`src/rtl/axi_burst_master.sv`:
```
// -----------------------------------------------------------------------------
// axi_burst_master
//
// Purpose:
//   AXI initiator that runs one burst at a time on the write-address,
//   write-data, read-address and read-data channels. A burst command is taken
//   from a local command port. Write beats come from a local stream and read
//   beats go to a local sink. There is no write-response channel and no IDs.
//   The burst ends when the local beat count reaches len. RLAST does not end a
//   burst. Addresses are not incremented locally, because the slave generates
//   INCR/WRAP addresses.
//
// Ports:
//   ACLK, ARESET          clock, synchronous active-high reset
//   cmd_*                 command request/accept, direction, addr, len, size,
//                         burst type
//   wd_data/valid/ready   local write-data stream
//   rd_data/valid/last    local read-data sink (rd_ready back-pressure)
//   done                  one-cycle pulse when a burst completes
//   AW*/W*                AXI write address and write data channels
//   AR*/R*                AXI read address and read data channels
//   prot_err              sticky protocol-violation flag (optional)
//
// Optional feature:
//   AXI_MST_PROTOCOL_CHECK_EN adds prot_err. It flags an RLAST that disagrees
//   with the beat count, and it flags an AWREADY/ARREADY that arrives with no
//   address pending.
// -----------------------------------------------------------------------------
module axi_burst_master #(
   parameter int ADD_SIZE   = 32,
   parameter int DATA_SIZE  = 32,
   parameter int LEN_SIZE   = 4,
   parameter int S_SIZE     = 3,
   parameter int BURST_SIZE = 2
) (
   input  logic                  ACLK,
   input  logic                  ARESET,
   input  logic                  cmd_valid,
   output logic                  cmd_ready,
   input  logic                  cmd_write,
   input  logic [ADD_SIZE-1:0]   cmd_addr,
   input  logic [LEN_SIZE-1:0]   cmd_len,
   input  logic [S_SIZE-1:0]     cmd_size,
   input  logic [BURST_SIZE-1:0] cmd_burst,
   input  logic [DATA_SIZE-1:0]  wd_data,
   input  logic                  wd_valid,
   output logic                  wd_ready,
   output logic [DATA_SIZE-1:0]  rd_data,
   output logic                  rd_valid,
   output logic                  rd_last,
   input  logic                  rd_ready,
   output logic                  done,
   output logic [ADD_SIZE-1:0]   AWADDR,
   output logic [LEN_SIZE-1:0]   AWLEN,
   output logic [S_SIZE-1:0]     AWSIZE,
   output logic [BURST_SIZE-1:0] AWBURST,
   output logic                  AWVALID,
   input  logic                  AWREADY,
   output logic [DATA_SIZE-1:0]  WDATA,
   output logic                  WLAST,
   output logic                  WVALID,
   input  logic                  WREADY,
   output logic [ADD_SIZE-1:0]   ARADDR,
   output logic [LEN_SIZE-1:0]   ARLEN,
   output logic [S_SIZE-1:0]     ARSIZE,
   output logic [BURST_SIZE-1:0] ARBURST,
   output logic                  ARVALID,
   input  logic                  ARREADY,
   input  logic [DATA_SIZE-1:0]  RDATA,
   input  logic                  RLAST,
   input  logic                  RVALID,
   output logic                  RREADY
`ifdef AXI_MST_PROTOCOL_CHECK_EN
   ,
   output logic                  prot_err
`endif
);

   typedef enum logic [2:0] {
      S_IDLE,
      S_WR_ADDR,
      S_WR_DATA,
      S_RD_ADDR,
      S_RD_DATA
   } state_t;

   state_t                state_q;
   logic [LEN_SIZE-1:0]   beat_cnt_q;
   logic [ADD_SIZE-1:0]   addr_q;
   logic [LEN_SIZE-1:0]   len_q;
   logic [S_SIZE-1:0]     size_q;
   logic [BURST_SIZE-1:0] burst_q;
   logic                  awvalid_q;
   logic                  arvalid_q;
   logic                  done_q;
   logic                  cmd_ready_q;

   logic in_wr_data;
   logic in_rd_data;
   logic last_beat;
   logic w_fire;
   logic r_fire;

   assign in_wr_data = (state_q == S_WR_DATA);
   assign in_rd_data = (state_q == S_RD_DATA);
   assign last_beat  = (beat_cnt_q == len_q);
   assign w_fire     = in_wr_data && wd_valid && WREADY;
   assign r_fire     = in_rd_data && RVALID && rd_ready;

   // The address channels show the latched command for the whole burst.
   // Only the direction-specific VALID is ever raised.
   assign AWADDR  = addr_q;
   assign AWLEN   = len_q;
   assign AWSIZE  = size_q;
   assign AWBURST = burst_q;
   assign AWVALID = awvalid_q;
   assign ARADDR  = addr_q;
   assign ARLEN   = len_q;
   assign ARSIZE  = size_q;
   assign ARBURST = burst_q;
   assign ARVALID = arvalid_q;

   // The data phases are pass-through, gated by state. This keeps the local
   // stream and the AXI channel in the same cycle with no extra buffering.
   // Holding WVALID until WREADY is therefore the job of the local source.
   assign WVALID   = in_wr_data && wd_valid;
   assign WDATA    = in_wr_data ? wd_data : '0;
   assign WLAST    = in_wr_data && last_beat;
   assign wd_ready = in_wr_data && WREADY;

   assign RREADY   = in_rd_data && rd_ready;
   assign rd_valid = in_rd_data && RVALID;
   assign rd_data  = in_rd_data ? RDATA : '0;
   assign rd_last  = in_rd_data && last_beat;

   assign done      = done_q;
   assign cmd_ready = cmd_ready_q;

   always_ff @(posedge ACLK) begin
      if (ARESET) begin
         state_q     <= S_IDLE;
         beat_cnt_q  <= '0;
         addr_q      <= '0;
         len_q       <= '0;
         size_q      <= '0;
         burst_q     <= '0;
         awvalid_q   <= 1'b0;
         arvalid_q   <= 1'b0;
         done_q      <= 1'b0;
         cmd_ready_q <= 1'b0;
      end else begin
         done_q <= 1'b0;
         case (state_q)
            S_IDLE: begin
               cmd_ready_q <= 1'b1;
               if (cmd_valid && cmd_ready_q) begin
                  addr_q      <= cmd_addr;
                  len_q       <= cmd_len;
                  size_q      <= cmd_size;
                  burst_q     <= cmd_burst;
                  beat_cnt_q  <= '0;
                  cmd_ready_q <= 1'b0;
                  if (cmd_write) begin
                     state_q   <= S_WR_ADDR;
                     awvalid_q <= 1'b1;
                  end else begin
                     state_q   <= S_RD_ADDR;
                     arvalid_q <= 1'b1;
                  end
               end
            end
            S_WR_ADDR: begin
               if (AWREADY) begin
                  awvalid_q <= 1'b0;
                  state_q   <= S_WR_DATA;
               end
            end
            S_WR_DATA: begin
               if (w_fire) begin
                  if (last_beat) begin
                     beat_cnt_q  <= '0;
                     done_q      <= 1'b1;
                     cmd_ready_q <= 1'b1;
                     state_q     <= S_IDLE;
                  end else begin
                     beat_cnt_q <= beat_cnt_q + 1'b1;
                  end
               end
            end
            S_RD_ADDR: begin
               if (ARREADY) begin
                  arvalid_q <= 1'b0;
                  state_q   <= S_RD_DATA;
               end
            end
            S_RD_DATA: begin
               // The local beat count ends the burst. RLAST is not used here.
               if (r_fire) begin
                  if (last_beat) begin
                     beat_cnt_q  <= '0;
                     done_q      <= 1'b1;
                     cmd_ready_q <= 1'b1;
                     state_q     <= S_IDLE;
                  end else begin
                     beat_cnt_q <= beat_cnt_q + 1'b1;
                  end
               end
            end
            default: begin
               state_q     <= S_IDLE;
               awvalid_q   <= 1'b0;
               arvalid_q   <= 1'b0;
               cmd_ready_q <= 1'b0;
            end
         endcase
      end
   end

`ifdef AXI_MST_PROTOCOL_CHECK_EN
   logic prot_err_q;

   always_ff @(posedge ACLK) begin
      if (ARESET) begin
         prot_err_q <= 1'b0;
      end else begin
         if (r_fire && (RLAST != last_beat)) begin
            prot_err_q <= 1'b1;
         end
         if (AWREADY && (state_q != S_WR_ADDR) && !awvalid_q) begin
            prot_err_q <= 1'b1;
         end
         if (ARREADY && (state_q != S_RD_ADDR) && !arvalid_q) begin
            prot_err_q <= 1'b1;
         end
      end
   end

   assign prot_err = prot_err_q;
`else
   // RLAST only feeds the optional checker.
   logic unused_rlast;
   assign unused_rlast = RLAST;
`endif

endmodule
```
`config.mk`:
```
export PLATFORM = sky130hd
export DESIGN_NAME = axi_burst_master
export DESIGN_NICKNAME = d
export VERILOG_FILES = /design/src/rtl/axi_burst_master.sv
export SDC_FILE = /design/constraint.sdc
export NUM_CORES = 1
export LEC_CHECK = 0
export ABC_AREA = 1
export CAP_MARGIN = 10
export CORE_AREA = 2 2 104 106
export DETAILED_ROUTE_END_ITERATION = 12
export DIE_AREA = 0 0 106 108
export DONT_BUFFER_PORTS = 1
export PLACE_DENSITY = 0.42
export SYNTH_ARGS = -nofsm -noshare
export SYNTH_HDL_FRONTEND = slang
export SYNTH_SLANG_ARGS = --single-unit
```
`constraint.sdc`:
```
create_clock -name ACLK -period 1.7 [get_ports ACLK]
set_input_delay 0.425 -clock ACLK [delete_from_list [all_inputs] [get_ports ACLK]]
set_output_delay 0.425 -clock ACLK [all_outputs]
set_load 0.01 [all_outputs]
```
# == After elaboration in Yosys (flattened, before gate mapping) ==
# Cells that the tools add are included.
# op_classes
bitwise_logic,3
n_reduce_logical,20
mux,32
eq_ne,12
add_sub_neg,1
# op_table
cell,n
2-to-1 mux 32 bit,2
2-to-1 mux 3 bit,6
2-to-1 mux 4 bit,4
case mux 3 bit (5 select lines),1
2-to-1 mux 1 bit,13
case mux 4 bit (3 select lines),1
AND reduction 4 bit,3
"!= test 2 bit, second input constant",5
logical AND 1 bit,9
"== test 3 x 2 -> 1 bit, second input constant",2
case mux 1 bit (3 select lines),2
OR reduction 3 bit,2
AND reduction 5 bit,1
"adder 4 x 1 -> 4 bit, second input constant",1
== test 4 bit,1
"!= test 2 x 1 -> 1 bit, second input constant",2
case mux 1 bit (4 select lines),1
"== test 3 x 1 -> 1 bit, second input constant",1
"== test 3 bit, second input constant",1
zero test 3 bit,1
NOT 1 bit,3
AND reduction 3 bit,1
nonzero test 3 bit,1
2-to-1 mux 2 bit,1
other kinds (3),3
# totals
ff_bits,52
inputBits,116

# == Logic depth before layout (Yosys ltp) ==
# Gate-level depths: netlist of run 1.
# logic_depth
depth_word,5
mapped_depth,10
ltp_nobuf,10

# == Worst setup path before layout of run 1 ==
# OpenSTA, ideal clock, no wires.
# synth_timing
path_type,reg2out
from,reg state_q[2]
to,out WDATA[10]
t_arrival_ns,1.063
required_time_ns,1.275
path_buffers,2
setup_slack_ns,0.212
stages_incl_launch_ff,6
cell_sequence,dfxtp_1 > inv_1 > nand3_2 > buf_6 > clkbuf_1 > nor2_1
# synth_between
elab_chain_cells,2
# synth_rtl
element,line_no,source
"start, declared",87,state_t state_q;
"start signal, assigned",141,state_q <= S_IDLE;
"start signal, assigned",164,state_q <= S_WR_ADDR;
"start signal, assigned",167,state_q <= S_RD_ADDR;
== test 3 x 2 -> 1 bit,104,assign in_wr_data = (state_q == S_WR_DATA);
2-to-1 mux 32 bit,127,assign WDATA = in_wr_data ? wd_data : '0;
"end, declared",59,"output logic [DATA_SIZE-1:0] WDATA,"
# No other way between the ends.

# == Worst setup path after layout of run 1 ==
# layout_timing
from,reg state_q[0]
to,out rd_data[23]
# layout_between
elab_chain_cells,2
# layout_rtl
element,line_no,source
== test 3 bit,105,assign in_rd_data = (state_q == S_RD_DATA);
2-to-1 mux 32 bit,133,assign rd_data = in_rd_data ? RDATA : '0;
"end, declared",48,"output logic [DATA_SIZE-1:0] rd_data,"
# No other way between the ends.

==> flow_metrics.py, run 1 <==
metrics = {
    "route": {
        "route.met3.wl_um": 710,
        "wl_um": 8740,
        "routedWlPerCell_um": 13.7,
        "drc_errors": 0,
        "antenna_left": 0,
        "wl_met1_um": 3460,
        "vias": 2828,
        "viasPerCell": 4.43,
        "drtPass1Iterations": 4,
        "wl_met2_um": 4510,
        "initialDrtViolationCount": 143,
        "highest_layer": "met4",
    },
    "run_status": {
        "status": "finished, violations left",
        "violations": "negative setup slack",
    },
    "synthesis": {
        "synth_top_cell_area_share": 0.345,
        "ys_top_cells_by_count": "nor2_1, inv_1, dfxtp_1",
        "yosys.area_share.simple": 0.299,
        "synth_compound_area_frac": 0.101,
        "synth_xor_area_frac": 0.00290,
        "synth_top_area_cell": "dfxtp_1",
        "synth.most_common_cell": "nor2_1",
        "synthAdderAreaFrac": 0.00415,
        "synth_area_mm2": 0.00302,
        "ys_ff_latch": 52,
        "yosysWarnings": 0,
        "synth_area_leaders": "dfxtp_1, nor2_1, inv_1",
        "muxShareOfSynthArea": 0,
        "synth_top_family_by_area": "simple AND/OR/NAND/NOR gates",
        "synthesis.instances": 487,
        "synth_nets": 604,
        "synth_top_flop_cell": "dfxtp_1",
        "yosysUniqueCellTypes": 24,
        "syn_area_per_cell_um2": 6.19,
        "seq_area_frac_synth": 0.345,
        "synth_edf_count": 0,
        "async_flop_share": 0,
    },
    "min_path": {
        "worstHoldPathCells": 1,
        "hold_end": "AWVALID",
        "hold_start": "ARESET",
        "hold_class": "input pin to flip-flop",
    },
    "sta": {
        "tightest_slew_ns": 0.455,
        "layout_setup_ws_ns": -0.0371,
        "finalHoldViolCount": 0,
        "max_slew_margin": 0.697,
        "max_freq_mhz": 576,
        "fin_crit_ns": 1.74,
        "setup_violations": 13,
        "rsz0062_at_grt": "yes",
        "slew_viol_final": 0,
        "clock_skew_ns": 0.00485,
        "period_share": 1.02,
    },
    "clocking": {
        "cts-root-buf": "clkbuf_8",
        "path_clk_slew_ns": 0.10,
        "holdBufCountCts": 0,
        "cts.sinks": 52,
        "htree_levels": 2,
        "clkLatencyLatePin_ns": 0.30,
        "cts-buffers-inserted": 5,
        "clk_path_buf_depth": 2,
        "tritoncts": "built",
    },
    "placement": {
        "dp_hpwl_um": 6140,
        "portBuffers": 0,
        "gp_congestion": 0.733,
        "post-place-ws_ns": 0.0764,
    },
    "worst_setup_path": {
        "regToRegStartpoint": "state_q[0]",
        "cp_slowest_cell": "dfxtp_4",
        "start_kind": "flip-flop",
        "reg2regPathDepth": 8,
        "regToRegSetupSlack_ns": 0.20,
        "cp.required_ns": 1.27,
        "path_buf_inv": 1,
        "rr_endpoint": "AWVALID",
        "cp-end-kind": "output pin",
        "worstSetupPathType": "flip-flop to output pin",
        "crit_family": "simple AND/OR/NAND/NOR gates",
        "slowest_delay_ns": 0.38,
        "crit_chain": "nor2_4 -> nand2_4 -> clkbuf_16 -> nor2_1",
        "worstPathArrival_ns": 1.31,
        "cp_max_fo": 18,
    },
    "power_and_ir_drop": {
        "power_density_mw_per_mm2": 1490,
        "vdd.ir_drop.worst_uv": 515,
        "leakage_uw": 0.00194,
    },
    "cells_and_area": {
        "area_growth_pct": 23.1,
        "n_fill_cell": 1111,
        "final_core_util": 0.363,
        "antennaDiodeCount": 0,
        "layout.nets": 620,
        "regArea_mm2": 0.00107,
        "multi_input_area_mm2": 0.00142,
        "drive_above_1_share": 0.320,
    },
    "global_route": {
        "grt_first_pass_wirelength_um": 12200,
        "grt_pass1_vias": 2456,
        "grt_max_degree": 46,
        "grtUsageTotal": 0.135,
        "overflow": 0,
        "antenna_found_initial": 0,
    },
    "die": {
        "initial_core_util": 0.295,
        "fp.dieW_um": 106,
        "die_y_um": 108,
        "dieArea_mm2": 0.0114,
        "ios": 272,
        "num_rows": 37,
        "coreArea_mm2": 0.0102,
    },
    "run": {
        "maxCapViolCount": 0,
    },
}
[per-layer routing]
| metal | vias up | GRT usage |
|---|---|---|
| met5 | - | 0 |
| li1 | 1426 | - |
| met3 | 6 | 0.0428 |
| met4 | 0 | 0.0291 |
| met2 | 148 | 0.251 |
| met1 | 1248 | 0.151 |
[timing repair]
| action | 4_1_cts | 5_1_grt |
|---|---|---|
| buffers inserted | 10 | 7 |
| pin swaps | 4 | 7 |
| gates resized for setup | 32 | 71 |
| gates cloned | 0 | 2 |
| setup endpoints to repair | 70 | 85 |
[cell type report]
type	count	share of cell area
clock buffers	6	0.0223
inverters	90	0.0924
flip-flops and latches	52	0.288
multi-input cells	284	0.383
clock inverters	1	0.00236
repair buffers	70	0.166
well taps	136	0.0459
[report_power, final]
group	internal (uW)	leakage [uW]	switching [uW]
sequential	1560	0.000431	532
clock	326	0.0000473	416
combinational	1170	0.00146	1530
total	3060	0.00194	2480
[stage by stage]
step	TNS, ns	power, uW	hold slack (ns)	cell area [um^2]	std cells
after CTS	-0.0521	5140	0.164	3410	630
after global routing	-2.55	6010	0.154	3710	639
after global placement	0	4090	0.472	3170	613
after detailed placement	0	4100	0.478	3170	613
final	-0.134	5540	0.178	3710	639
after floorplan	0	3780	0.477	3020	487
[cells in the final DEF, fill, tap and decap left out, types with 6 or more instances in the layout]
| cell | Yosys | layout |
|---|---|---|
| nor2_4 | 3 | 11 |
| nor2_1 | 163 | 112 |
| clkbuf_8 | 0 | 6 |
| nor2_2 | 2 | 45 |
| o21ai_0 | 47 | 47 |
| inv_2 | 1 | 6 |
| nand2_1 | 36 | 32 |
| buf_4 | 42 | 60 |
| nand3_1 | 11 | 11 |
| dfxtp_2 | 0 | 6 |
| inv_1 | 89 | 82 |
| a21oi_1 | 8 | 8 |
| dfxtp_1 | 52 | 41 |
[kinds of logic after synthesis]
logic type,after synthesis
compound gates,60
xor+xnor,1
fa+ha+maj,1
buf+inv,151
flops,52
simple gates,222
[worst max-delay path by stage]
stage,startpoint,end,depth (start not counted)
6_report,state_q[0],rd_data[23],4
5_1_grt,ARLEN[1],WLAST,7
4_1_cts,beat_cnt_q[0],WLAST,7
3_5_place_dp,state_q[2],ARLEN[2],6
3_3_place_gp,state_q[2],ARLEN[3],6
2_1_floorplan,state_q[2],WDATA[10],5
[state kept, by name, indices dropped and copies added (netlist names)]
name	count
state_q	3
ARSIZE	3
cmd_ready	1
ARVALID	1
done	1
beat_cnt_q	4
ARADDR	32
AWVALID	1
ARBURST	2
ARLEN	4
Note: power is estimated with default switching activity, not from simulation.
==> inputs of run 2 (changes only) <==
- SKIP_LAST_GASP: default -> 1
- SLEW_MARGIN: default -> 15
==> flow_metrics.py, run 2 (synthesis results as in run 1) <==
metrics = {
    "run_status": {
        "status": "finished, violations left",
        "violations": "negative setup slack",
    },
    "die": {
        "initial_core_util": 0.295,
        "fp.dieW_um": 106,
        "dieArea_mm2": 0.0114,
        "num_rows": 37,
        "die_y_um": 108,
        "ios": 272,
        "coreArea_mm2": 0.0102,
    },
    "worst_setup_path": {
        "cp_slowest_cell": "dfxtp_4",
        "worstPathArrival_ns": 1.31,
        "crit_chain": "nor2_4 -> nand2_4 -> clkbuf_16 -> nor2_1",
        "regToRegSetupSlack_ns": 0.20,
        "cp-end-kind": "output pin",
        "rr_endpoint": "AWVALID",
        "start_kind": "flip-flop",
        "regToRegStartpoint": "state_q[1]",
        "crit_family": "simple AND/OR/NAND/NOR gates",
        "cp_max_fo": 18,
        "slowest_delay_ns": 0.37,
        "reg2regPathDepth": 8,
        "worstSetupPathType": "flip-flop to output pin",
        "path_buf_inv": 1,
        "cp.required_ns": 1.27,
    },
    "clocking": {
        "htree_levels": 2,
        "path_clk_slew_ns": 0.10,
        "clkLatencyLatePin_ns": 0.30,
        "cts.sinks": 52,
        "clk_path_buf_depth": 2,
        "cts-root-buf": "clkbuf_8",
        "cts-buffers-inserted": 5,
        "holdBufCountCts": 0,
        "tritoncts": "built",
    },
    "global_route": {
        "overflow": 0,
        "grt_max_degree": 46,
        "grtUsageTotal": 0.134,
        "grt_pass1_vias": 2451,
        "grt_first_pass_wirelength_um": 12200,
        "antenna_found_initial": 0,
    },
    "cells_and_area": {
        "regArea_mm2": 0.00107,
        "largest_register_ffs": 32,
        "final_common_cell": "nor2_1",
        "layout.nets": 620,
        "final_cell_mix": "nor2_1, inv_1, buf_4",
        "multi_input_area_mm2": 0.00135,
        "drive_above_1_share": 0.272,
        "n_fill_cell": 1117,
        "antennaDiodeCount": 0,
        "final_core_util": 0.354,
        "area_growth_pct": 20.2,
    },
    "sta": {
        "fin_crit_ns": 1.73,
        "max_slew_margin": 0.697,
        "tightest_slew_ns": 0.455,
        "finalHoldViolCount": 0,
        "rsz0062_at_grt": "yes",
        "slew_viol_final": 0,
        "layout_setup_ws_ns": -0.0343,
        "clock_skew_ns": 0.00477,
        "setup_violations": 14,
        "max_freq_mhz": 577,
        "period_share": 1.02,
    },
    "route": {
        "antenna_left": 0,
        "routedWlPerCell_um": 13.5,
        "vias": 2815,
        "drc_errors": 0,
        "wl_um": 8630,
        "viasPerCell": 4.41,
        "drtPass1Iterations": 4,
        "initialDrtViolationCount": 165,
    },
    "placement": {
        "portBuffers": 0,
        "dp_hpwl_um": 6140,
        "gp_congestion": 0.733,
    },
    "min_path": {
        "hold_start": "ARESET",
        "worstHoldPathCells": 1,
        "hold_end": "AWVALID",
        "hold_class": "input pin to flip-flop",
    },
    "power_and_ir_drop": {
        "power_uw": 5470,
        "vdd.ir_drop.worst_uv": 514,
        "leakage_uw": 0.00194,
        "power_density_mw_per_mm2": 1510,
    },
    "run": {
        "maxCapViolCount": 0,
    },
}
run 2: layout make-up:
type / instances / area share
multi-input cells: 284 / 0.373
flip-flops and latches: 52 / 0.295
inverters: 90 / 0.0946
clock buffers: 6 / 0.0228
well taps: 136 / 0.0470
clock inverters: 1 / 0.00242
repair buffers: 70 / 0.166
run 2: worst max path at each step:
stage / from / end / slack [ns] / depth (start not counted)
after floorplan: state_q[2] / WDATA[10] / 0.21 / 5
after global routing: ARLEN[1] / WLAST / -0.11 / 7
final: state_q[1] / rd_data[23] / -0.03 / 4
after detailed placement: state_q[2] / ARLEN[2] / 0.08 / 6
after global placement: state_q[2] / ARLEN[3] / 0.09 / 6
after CTS: ARLEN[2] / WLAST / -0.04 / 7
run 2: timing repair:
| item | in CTS | in global routing |
|---|---|---|
| pin swaps | 4 | 6 |
| endpoints found under the setup margin | 70 | 85 |
| gates cloned | 0 | 2 |
| endpoints found under the hold margin | 0 | 0 |
| resized for setup | 28 | 44 |
| setup buffers | 10 | 7 |
run 2: worst reg2reg max path, cell delays in order, from the launching register on:
cell,delay [ns]
dfxtp_4,0.37
nor2_4,0.13
buf_4,0.12
buf_4,0.11
nand2_2,0.07
nor2_4,0.12
buf_6,0.27
nand3_1,0.11
a21oi_1,0.14
run 2: power breakdown:
group | internal, uW | switching, uW | total, uW
registers | 1560 | 532 | 2090
clock network | 326 | 417 | 743
logic | 1150 | 1490 | 2640
run 2: metal layers:
layer,track usage,wire [um]
met1,0.149,3400
met2,0.251,4430
met3,0.0428,724
met4,0.0291,77
met5,0,0
run 2: per-stage QoR:
stage,area [um^2],worst slack (ns),instances,TNS (ns),hold WS (ns)
6_report,3620,-0.0343,639,-0.133,0.177
2_1_floorplan,3020,0.212,487,0,0.477
4_1_cts,3400,-0.0381,630,-0.0806,0.164
3_3_place_gp,3170,0.0896,613,0,0.472
3_5_place_dp,3170,0.0764,613,0,0.478
5_1_grt,3620,-0.108,639,-2.70,0.154
